**src/rtl/lim_req_if.sv**
```systemverilog
// Command, memory-bank and response signal bundle for the LiM request master.
interface lim_req_if #(
    parameter int ADDR_WIDTH = 20
);
    logic                  cmd_valid;
    logic                  cmd_ready;
    logic [7:0]            cmd_op;
    logic [23:0]           cmd_size;
    logic [ADDR_WIDTH-1:0] cmd_addr;
    logic                  cmd_we;
    logic [3:0]            cmd_be;
    logic [31:0]           cmd_wdata;

    logic                  mem_req;
    logic [ADDR_WIDTH-1:0] mem_addr;
    logic                  mem_we;
    logic [3:0]            mem_be;
    logic [31:0]           mem_wdata;
    logic                  mem_gnt;
    logic                  mem_rvalid;
    logic [31:0]           mem_rdata;

    logic                  rsp_valid;
    logic                  rsp_ready;
    logic [31:0]           rsp_rdata;
    logic                  rsp_err;

    modport master (
        input  cmd_valid, cmd_op, cmd_size, cmd_addr, cmd_we, cmd_be, cmd_wdata,
        output cmd_ready,
        output mem_req, mem_addr, mem_we, mem_be, mem_wdata,
        input  mem_gnt, mem_rvalid, mem_rdata,
        output rsp_valid, rsp_rdata, rsp_err,
        input  rsp_ready
    );

    modport slave (
        output cmd_valid, cmd_op, cmd_size, cmd_addr, cmd_we, cmd_be, cmd_wdata,
        input  cmd_ready,
        input  mem_req, mem_addr, mem_we, mem_be, mem_wdata,
        output mem_gnt, mem_rvalid, mem_rdata,
        input  rsp_valid, rsp_rdata, rsp_err,
        output rsp_ready
    );
endinterface

```
**src/rtl/lim_req_master.sv**
```systemverilog
// LiM request master: programs the function cell when the cached {size,op} differs,
// then issues the access and returns one response (with timeout).
//
// state     | meaning
// IDLE      | waiting for a command
// PROG      | writing {size,op} to the function cell, waiting for grant
// PROG_WAIT | function-cell write granted, waiting for completion
// ACC       | data access requested, waiting for grant
// ACC_WAIT  | data access granted, waiting for completion
// RSP       | response presented until accepted
module lim_req_master #(
    parameter int          ADDR_WIDTH  = 20,
    parameter logic [31:0] FUNCT_ADDR  = 32'h0001fffc,
    parameter int          TIMEOUT_CYC = 1024
) (
    input logic       clk_i,
    input logic       rst_ni,
    lim_req_if.master bus
);
    localparam int CNT_W = (TIMEOUT_CYC > 1) ? $clog2(TIMEOUT_CYC) : 1;
    localparam logic [CNT_W-1:0]      CNT_LAST  = CNT_W'(TIMEOUT_CYC - 1);
    localparam logic [ADDR_WIDTH-1:0] FUNCT_MEM = FUNCT_ADDR[ADDR_WIDTH-1:0];
    localparam logic [ADDR_WIDTH-1:0] WORD_MASK = {{(ADDR_WIDTH-2){1'b1}}, 2'b00};

    typedef enum logic [2:0] {IDLE, PROG, PROG_WAIT, ACC, ACC_WAIT, RSP} state_t;

    state_t                state;
    logic [7:0]            op_q;
    logic [23:0]           size_q;
    logic [ADDR_WIDTH-1:0] addr_q;
    logic                  we_q;
    logic [3:0]            be_q;
    logic [31:0]           wdata_q;
    logic                  funct_q;
    logic [31:0]           cache_q;
    logic                  cache_vld_q;
    logic [CNT_W-1:0]      wait_cnt;

    logic        cmd_hit;
    logic        cmd_funct;
    logic        wait_last;
    logic [31:0] done_cache;
    logic        done_vld;

    assign bus.cmd_ready = (state == IDLE);
    assign cmd_hit   = cache_vld_q && ({bus.cmd_size, bus.cmd_op} == cache_q);
    assign cmd_funct = ((bus.cmd_addr ^ FUNCT_MEM) & WORD_MASK) == '0;
    assign wait_last = (wait_cnt == CNT_LAST);

    // A direct access to the function cell keeps the cache coherent with the cell.
    always_comb begin
        done_cache = cache_q;
        done_vld   = cache_vld_q;
        if (funct_q) begin
            if (!we_q) begin
                done_cache = bus.mem_rdata;
                done_vld   = 1'b1;
            end else if (be_q == 4'hF) begin
                done_cache = wdata_q;
                done_vld   = 1'b1;
            end else begin
                done_vld   = 1'b0;
            end
        end
    end

    always_ff @(posedge clk_i or negedge rst_ni) begin
        if (!rst_ni) begin
            state         <= IDLE;
            op_q          <= '0;
            size_q        <= '0;
            addr_q        <= '0;
            we_q          <= 1'b0;
            be_q          <= '0;
            wdata_q       <= '0;
            funct_q       <= 1'b0;
            cache_q       <= '0;
            cache_vld_q   <= 1'b1;
            wait_cnt      <= '0;
            bus.mem_req   <= 1'b0;
            bus.mem_addr  <= '0;
            bus.mem_we    <= 1'b0;
            bus.mem_be    <= '0;
            bus.mem_wdata <= '0;
            bus.rsp_valid <= 1'b0;
            bus.rsp_err   <= 1'b0;
            bus.rsp_rdata <= '0;
        end else begin
            case (state)
                IDLE: begin
                    if (bus.cmd_valid) begin
                        op_q        <= bus.cmd_op;
                        size_q      <= bus.cmd_size;
                        addr_q      <= bus.cmd_addr;
                        we_q        <= bus.cmd_we;
                        be_q        <= bus.cmd_be;
                        wdata_q     <= bus.cmd_wdata;
                        funct_q     <= cmd_funct;
                        bus.mem_req <= 1'b1;
                        if (cmd_hit || cmd_funct) begin
                            state         <= ACC;
                            bus.mem_addr  <= bus.cmd_addr & WORD_MASK;
                            bus.mem_we    <= bus.cmd_we;
                            bus.mem_be    <= bus.cmd_be;
                            bus.mem_wdata <= bus.cmd_wdata;
                        end else begin
                            state         <= PROG;
                            bus.mem_addr  <= FUNCT_MEM;
                            bus.mem_we    <= 1'b1;
                            bus.mem_be    <= 4'hF;
                            bus.mem_wdata <= {bus.cmd_size, bus.cmd_op};
                        end
                    end
                end
                PROG, PROG_WAIT: begin
                    if ((state == PROG && bus.mem_gnt && bus.mem_rvalid) ||
                        (state == PROG_WAIT && bus.mem_rvalid)) begin
                        // Request stays high: the data access follows back-to-back.
                        cache_q       <= {size_q, op_q};
                        cache_vld_q   <= 1'b1;
                        state         <= ACC;
                        bus.mem_req   <= 1'b1;
                        bus.mem_addr  <= addr_q & WORD_MASK;
                        bus.mem_we    <= we_q;
                        bus.mem_be    <= be_q;
                        bus.mem_wdata <= wdata_q;
                    end else if (state == PROG) begin
                        if (bus.mem_gnt) begin
                            bus.mem_req <= 1'b0;
                            wait_cnt    <= '0;
                            state       <= PROG_WAIT;
                        end
                    end else if (wait_last) begin
                        cache_vld_q   <= 1'b0;
                        bus.rsp_valid <= 1'b1;
                        bus.rsp_err   <= 1'b1;
                        bus.rsp_rdata <= '0;
                        state         <= RSP;
                    end else begin
                        wait_cnt <= wait_cnt + CNT_W'(1);
                    end
                end
                ACC, ACC_WAIT: begin
                    if (state == ACC && bus.mem_gnt) begin
                        bus.mem_req <= 1'b0;
                    end
                    if ((state == ACC && bus.mem_gnt && bus.mem_rvalid) ||
                        (state == ACC_WAIT && bus.mem_rvalid)) begin
                        cache_q       <= done_cache;
                        cache_vld_q   <= done_vld;
                        bus.rsp_valid <= 1'b1;
                        bus.rsp_err   <= 1'b0;
                        bus.rsp_rdata <= bus.mem_rdata;
                        state         <= RSP;
                    end else if (state == ACC) begin
                        if (bus.mem_gnt) begin
                            wait_cnt <= '0;
                            state    <= ACC_WAIT;
                        end
                    end else if (wait_last) begin
                        cache_vld_q   <= 1'b0;
                        bus.rsp_valid <= 1'b1;
                        bus.rsp_err   <= 1'b1;
                        bus.rsp_rdata <= '0;
                        state         <= RSP;
                    end else begin
                        wait_cnt <= wait_cnt + CNT_W'(1);
                    end
                end
                RSP: begin
                    if (bus.rsp_ready) begin
                        bus.rsp_valid <= 1'b0;
                        state         <= IDLE;
                    end
                end
                default: state <= IDLE;
            endcase
        end
    end
endmodule

```
**src/flat_wrapper.sv**
```systemverilog
// flat-port wrapper written by rule: the top's interface ports become plain ports
module lim_req_master_flat 
#(
    parameter int          ADDR_WIDTH  = 20,
    parameter logic [31:0] FUNCT_ADDR  = 32'h0001fffc,
    parameter int          TIMEOUT_CYC = 1024
)
  (clk_i, rst_ni, bus_cmd_valid, bus_cmd_op, bus_cmd_size, bus_cmd_addr, bus_cmd_we, bus_cmd_be, bus_cmd_wdata, bus_cmd_ready, bus_mem_req, bus_mem_addr, bus_mem_we, bus_mem_be, bus_mem_wdata, bus_mem_gnt, bus_mem_rvalid, bus_mem_rdata, bus_rsp_valid, bus_rsp_rdata, bus_rsp_err, bus_rsp_ready);
  lim_req_if #(.ADDR_WIDTH(ADDR_WIDTH)) bus_i ();
  input logic clk_i;
  input logic rst_ni;
  input wire logic [$bits(bus_i.cmd_valid)-1:0] bus_cmd_valid;
  input wire logic [$bits(bus_i.cmd_op)-1:0] bus_cmd_op;
  input wire logic [$bits(bus_i.cmd_size)-1:0] bus_cmd_size;
  input wire logic [$bits(bus_i.cmd_addr)-1:0] bus_cmd_addr;
  input wire logic [$bits(bus_i.cmd_we)-1:0] bus_cmd_we;
  input wire logic [$bits(bus_i.cmd_be)-1:0] bus_cmd_be;
  input wire logic [$bits(bus_i.cmd_wdata)-1:0] bus_cmd_wdata;
  output wire logic [$bits(bus_i.cmd_ready)-1:0] bus_cmd_ready;
  output wire logic [$bits(bus_i.mem_req)-1:0] bus_mem_req;
  output wire logic [$bits(bus_i.mem_addr)-1:0] bus_mem_addr;
  output wire logic [$bits(bus_i.mem_we)-1:0] bus_mem_we;
  output wire logic [$bits(bus_i.mem_be)-1:0] bus_mem_be;
  output wire logic [$bits(bus_i.mem_wdata)-1:0] bus_mem_wdata;
  input wire logic [$bits(bus_i.mem_gnt)-1:0] bus_mem_gnt;
  input wire logic [$bits(bus_i.mem_rvalid)-1:0] bus_mem_rvalid;
  input wire logic [$bits(bus_i.mem_rdata)-1:0] bus_mem_rdata;
  output wire logic [$bits(bus_i.rsp_valid)-1:0] bus_rsp_valid;
  output wire logic [$bits(bus_i.rsp_rdata)-1:0] bus_rsp_rdata;
  output wire logic [$bits(bus_i.rsp_err)-1:0] bus_rsp_err;
  input wire logic [$bits(bus_i.rsp_ready)-1:0] bus_rsp_ready;
  assign bus_i.cmd_valid = bus_cmd_valid;
  assign bus_i.cmd_op = bus_cmd_op;
  assign bus_i.cmd_size = bus_cmd_size;
  assign bus_i.cmd_addr = bus_cmd_addr;
  assign bus_i.cmd_we = bus_cmd_we;
  assign bus_i.cmd_be = bus_cmd_be;
  assign bus_i.cmd_wdata = bus_cmd_wdata;
  assign bus_cmd_ready = bus_i.cmd_ready;
  assign bus_mem_req = bus_i.mem_req;
  assign bus_mem_addr = bus_i.mem_addr;
  assign bus_mem_we = bus_i.mem_we;
  assign bus_mem_be = bus_i.mem_be;
  assign bus_mem_wdata = bus_i.mem_wdata;
  assign bus_i.mem_gnt = bus_mem_gnt;
  assign bus_i.mem_rvalid = bus_mem_rvalid;
  assign bus_i.mem_rdata = bus_mem_rdata;
  assign bus_rsp_valid = bus_i.rsp_valid;
  assign bus_rsp_rdata = bus_i.rsp_rdata;
  assign bus_rsp_err = bus_i.rsp_err;
  assign bus_i.rsp_ready = bus_rsp_ready;
  lim_req_master #(.ADDR_WIDTH(ADDR_WIDTH), .FUNCT_ADDR(FUNCT_ADDR), .TIMEOUT_CYC(TIMEOUT_CYC)) u_core (.clk_i(clk_i), .rst_ni(rst_ni), .bus(bus_i));
endmodule
```
**config.mk**
```make
export PLATFORM = sky130hd
export DESIGN_NAME = lim_req_master_flat
export DESIGN_NICKNAME = d
export VERILOG_FILES = /design/src/rtl/lim_req_if.sv /design/src/rtl/lim_req_master.sv /design/src/flat_wrapper.sv
export SDC_FILE = /design/constraint.sdc
export NUM_CORES = 1
export LEC_CHECK = 0
export CAP_MARGIN = 20
export CORE_MARGIN = 1.5
export CORE_UTILIZATION = 25
export CTS_CLUSTER_DIAMETER = 80
export DETAILED_ROUTE_END_ITERATION = 8
export DONT_BUFFER_PORTS = 1
export PLACE_DENSITY = 0.41
export SLEW_MARGIN = 20
export SYNTH_ARGS = -nofsm -noshare
export SYNTH_HDL_FRONTEND = slang
export SYNTH_SLANG_ARGS = --single-unit
```
**constraint.sdc**
```tcl
create_clock -name clk_i -period 1.85 [get_ports clk_i]
set_input_delay 0.185 -clock clk_i [delete_from_list [all_inputs] [get_ports clk_i]]
set_output_delay 0.185 -clock clk_i [all_outputs]
set_load 0.01 [all_outputs]
```
==> results of run 1 <==
==> cell type report <==
class,instances,area [um^2],area share
flip-flops and latches,224,5610,0.369
repair buffers,244,2600,0.171
clock buffers,37,776,0.0510
inverters,4,15.0,0.000987
well taps,585,732,0.0481
clock inverters,8,121,0.00798
diodes,4,10.0,0.000658
multi-input cells,958,5340,0.351
==> logic make-up after synthesis <==
group / count (synthesis) / share of synthesized area
buffers and inverters: 90 / 0.0409
other: 1 / 0.000342
AOI/OAI and AO/OA: 292 / 0.145
muxes: 65 / 0.0594
adders and majority gates: 1 / 0.00114
DFF: 224 / 0.512
and+or+nand+nor: 564 / 0.216
xor gates and xnor gates: 33 / 0.0264
==> worst max-delay path by stage <==
| stage | start | end | cells past startpoint |
|---|---|---|---|
| global route | u_core.cache_q[28]$_DFFE_PN0P_ | u_core.bus.mem_wdata[25]$_DFFE_PN0P_ | 8 |
| CTS | u_core.cache_q[18]$_DFFE_PN0P_ | u_core.bus.mem_wdata[28]$_DFFE_PN0P_ | 8 |
| detailed placement | u_core.cache_q[0]$_DFFE_PN0P_ | u_core.bus.mem_wdata[25]$_DFFE_PN0P_ | 7 |
| global placement | u_core.cache_q[0]$_DFFE_PN0P_ | u_core.bus.mem_wdata[26]$_DFFE_PN0P_ | 7 |
| floorplan | u_core.cache_q[12]$_DFFE_PN0P_ | u_core.bus.mem_addr[10]$_DFFE_PN0P_ | 8 |
| finish | u_core.cache_q[0]$_DFFE_PN0P_ | u_core.bus.mem_wdata[29]$_DFFE_PN0P_ | 9 |
==> routing by layer <==
metal	wire length [um]	track usage	vias to the layer above
met1	18700	0.230	4726
met5	0	0	-
li1	-	-	4666
met3	3120	0.0554	52
met2	19400	0.288	293
met4	1060	0.0389	0
==> repair_timing <==
action                                  CTS  global route
pin swaps                                11            28
gates cloned                              0            11
hold buffers                            123             2
endpoints found under the setup margin   83           128
setup buffers                             1             9
resized for setup                        20           103
hold endpoints to repair                432           226
==> cell usage after synthesis (2+ instances only) <==
cell type / n
a21o_1: 4
a21oi_1: 84
a22o_1: 3
a32o_1: 2
and2_1: 3
and3_1: 37
buf_1: 12
buf_12: 3
buf_2: 25
buf_4: 4
buf_6: 2
clkbuf_1: 40
dfrtp_1: 223
inv_1: 4
mux2i_1: 65
nand2_1: 451
nand2b_1: 3
nand3_1: 11
nand4_1: 6
nand4b_1: 2
nor2_1: 14
nor2b_1: 4
nor3_1: 10
nor4_1: 15
o21a_1: 19
o21ai_0: 124
o21ai_1: 41
o21bai_1: 2
o22ai_1: 2
xor2_1: 32
==> worst reg2reg max path, stage by stage (launching register included) <==
cell     delay, ps
dfrtp_1        410
xor2_2         180
nor4_2         330
nand4_1        190
o31ai_4        270
buf_6          140
buf_8          120
buf_12         120
mux2i_1        200
o21ai_1         70
==> flip-flops by register name (all words and copies together), names as in the netlist, 3 cells and up <==
| signal | flops |
|---|---|
| u_core.size_q | 24 |
| u_core.wdata_q | 32 |
| u_core.op_q | 8 |
| u_core.addr_q | 18 |
| u_core.bus.mem_wdata | 32 |
| u_core.bus.mem_be | 4 |
| u_core.bus.mem_addr | 18 |
| u_core.be_q | 4 |
| u_core.bus.rsp_rdata | 32 |
| u_core.state | 3 |
| u_core.wait_cnt | 10 |
| u_core.cache_q | 32 |
==> per-stage QoR <==
| stage | power, uW | worst slack, ps |
|---|---|---|
| final | 27000 | -334 |
| after CTS | 26000 | -311 |
| after floorplan | 15300 | -0.305 |
| after global routing | 29000 | -423 |
| after detailed placement | 19900 | -401 |
| after global placement | 19700 | -367 |
==> power by group through the flow <==
stage	Sequential (uW)	Clock (uW)	Combinational, uW
2_1_floorplan	8780	0	6510
3_5_place_dp	9390	0	10500
5_1_grt	9680	5900	13400
3_3_place_gp	9330	0	10400
6_report	9350	5560	12100
4_1_cts	9320	5720	10900
==> cell usage in the layout, fill, tap and decap left out, drive strengths merged, types with 4 or more instances in the layout <==
cell,instances
o21ai,165
nor4,15
clkbuf,44
and3,37
diode,4
buf,112
a21oi,85
dfrtp,223
nand2,452
nor2b,4
nand4,6
nor3,10
xor2,32
mux2i,65
o21a,19
dlygate4sd3,125
nor2,14
inv,5
a21o,5
nand3,11
==> metrics.txt, run 1 <==
share of post-route cells with drive strength above 1=0.169; crit path max-delay cell type=dfrtp_1; Reg power frac=0.346; VDD IR max=908 uV; HPWL Detailed=26,600 um; CTS buffer count=29; critical path class=reg2reg; worst-skew pair later-pin latency=580 ps; FF-to-FF Start=u_core.cache_q[0]$_DFFE_PN0P_; number of DRC markers in iteration 0=631; Die H=212 um; Setup violations, final=56; largest net degree at the start of global routing=225; core area=43,200 um^2; I/O pin count=220; fraction of synthesis flops using an asynchronous set or reset pin=1.00; vias after detailed routing=9,737; Worst-path clk slew=60 ps; final setup margin=-334 ps; # rows=76; CP top delay family=simple AND/OR/NAND/NOR gates; CTS tree=built; number of hold violations in the final report=227; HP Class=in2async; min Tclk post-route=2180 ps; Synthesis Warnings=0; Yosys top cell area share=0.509; cell chain of the critical path=xor2_2 -> nor4_2 -> nand4_1 -> o31ai_4 -> buf_6 -> buf_8 -> buf_12 -> mux2i_1 -> o21ai_1; chip width=212 um; Final Instance Count excl. Fillers=2,064; sum of negative setup slack=-13,860 ps; initial antenna violation count=4; Post-synth EDFFs=0; CP Data Required Time=2290 ps; cell count after placement=1,869; Post-Syn Instances=1,270; Die Area=45,100 um^2; clk sink count=224; Routed WL=42,300 um; Reg-to-Reg End=u_core.bus.mem_wdata[29]$_DFFE_PN0P_; Critical Path Sink Type=flop; worst-margin pin slew=670 ps; vias in the first global route=9,596; RSZ-0062 raised after global routing=yes; pwr dens=1780 nW/um^2; Rel. slew slack=0.553; Total GRT Usage=0.177; fin crit share=1.18; Via density=4.72; Fin Clk Skew=32.7 ps; Static Leak=0.00683 uW; clock share of power=0.206; Post-Syn Area=11,000 um^2; status=complete, but fails checks; Unique masters post-synth=53; max-cap viol count=0; CTS root buf=clkbuf_16; Area contributors post-synth=dfrtp_1, nand2_1, mux2i_1; total internal power=15,900 uW; fill cell count=4,468; prevailing post-synth register cell=dfrtp_1; Crit path buffers/inverters=3; R2R Setup Slk=-330 ps; Remaining Overflow, GRT=0; Comb pwr share=0.448; Initial Utilization=0.254; PortBufs=0; H-tree Lvls=1; failing checks=negative hold slack, negative setup slack; FF+latch count, synth=224; R2R cell count=9; Yosys top cell by area=dfrtp_1; post-route cell area=15,200 um^2; routability cong.=0.782; Worst Hold Slack=-657 ps; highest clock rate=458 MHz; post-layout util=0.352; DRT Pass-1 Iters=5; nets=1,589; largest fanout on the critical path=6; first-pass GRT wire length=60,300 um; Critical Path Max Stage Delay=410 ps; P_sw=11,100 uW; Sw Ratio=0.412; Data arrival, critical path=2620 ps; wire per inst=20.5 um; Syn Area/Cell=8.63 um^2; Layout area overhead=38.8%; Max Slew Vio Count=0; placed inst area=12,300 um^2; crit start category=flop; Seq/Total Area, Yosys=0.512; Clock Path Buffers=3; DRT antenna net count=0; DRC=0
(Power assumes the default switching activity.)
==> run 2: changes to the inputs <==
--- a/config.mk
+++ b/config.mk
@@ -5,6 +5,7 @@
 export SDC_FILE = /design/constraint.sdc
 export NUM_CORES = 1
 export LEC_CHECK = 0
+export ABC_AREA = 0
 export CAP_MARGIN = 20
 export CORE_MARGIN = 1.5
 export CORE_UTILIZATION = 25
==> results of run 2 <==
No change in the layout: final DEF, timing and power equal those of run 1.
==> run 3: changes to the inputs <==
--- a/config.mk
+++ b/config.mk
@@ -6,7 +6,7 @@
 export NUM_CORES = 1
 export LEC_CHECK = 0
 export ABC_AREA = 0
-export CAP_MARGIN = 20
+export CAP_MARGIN = 10
 export CORE_MARGIN = 1.5
 export CORE_UTILIZATION = 25
 export CTS_CLUSTER_DIAMETER = 80
==> results of run 3 <==
No change in the layout: final DEF, timing and power equal those of run 1.
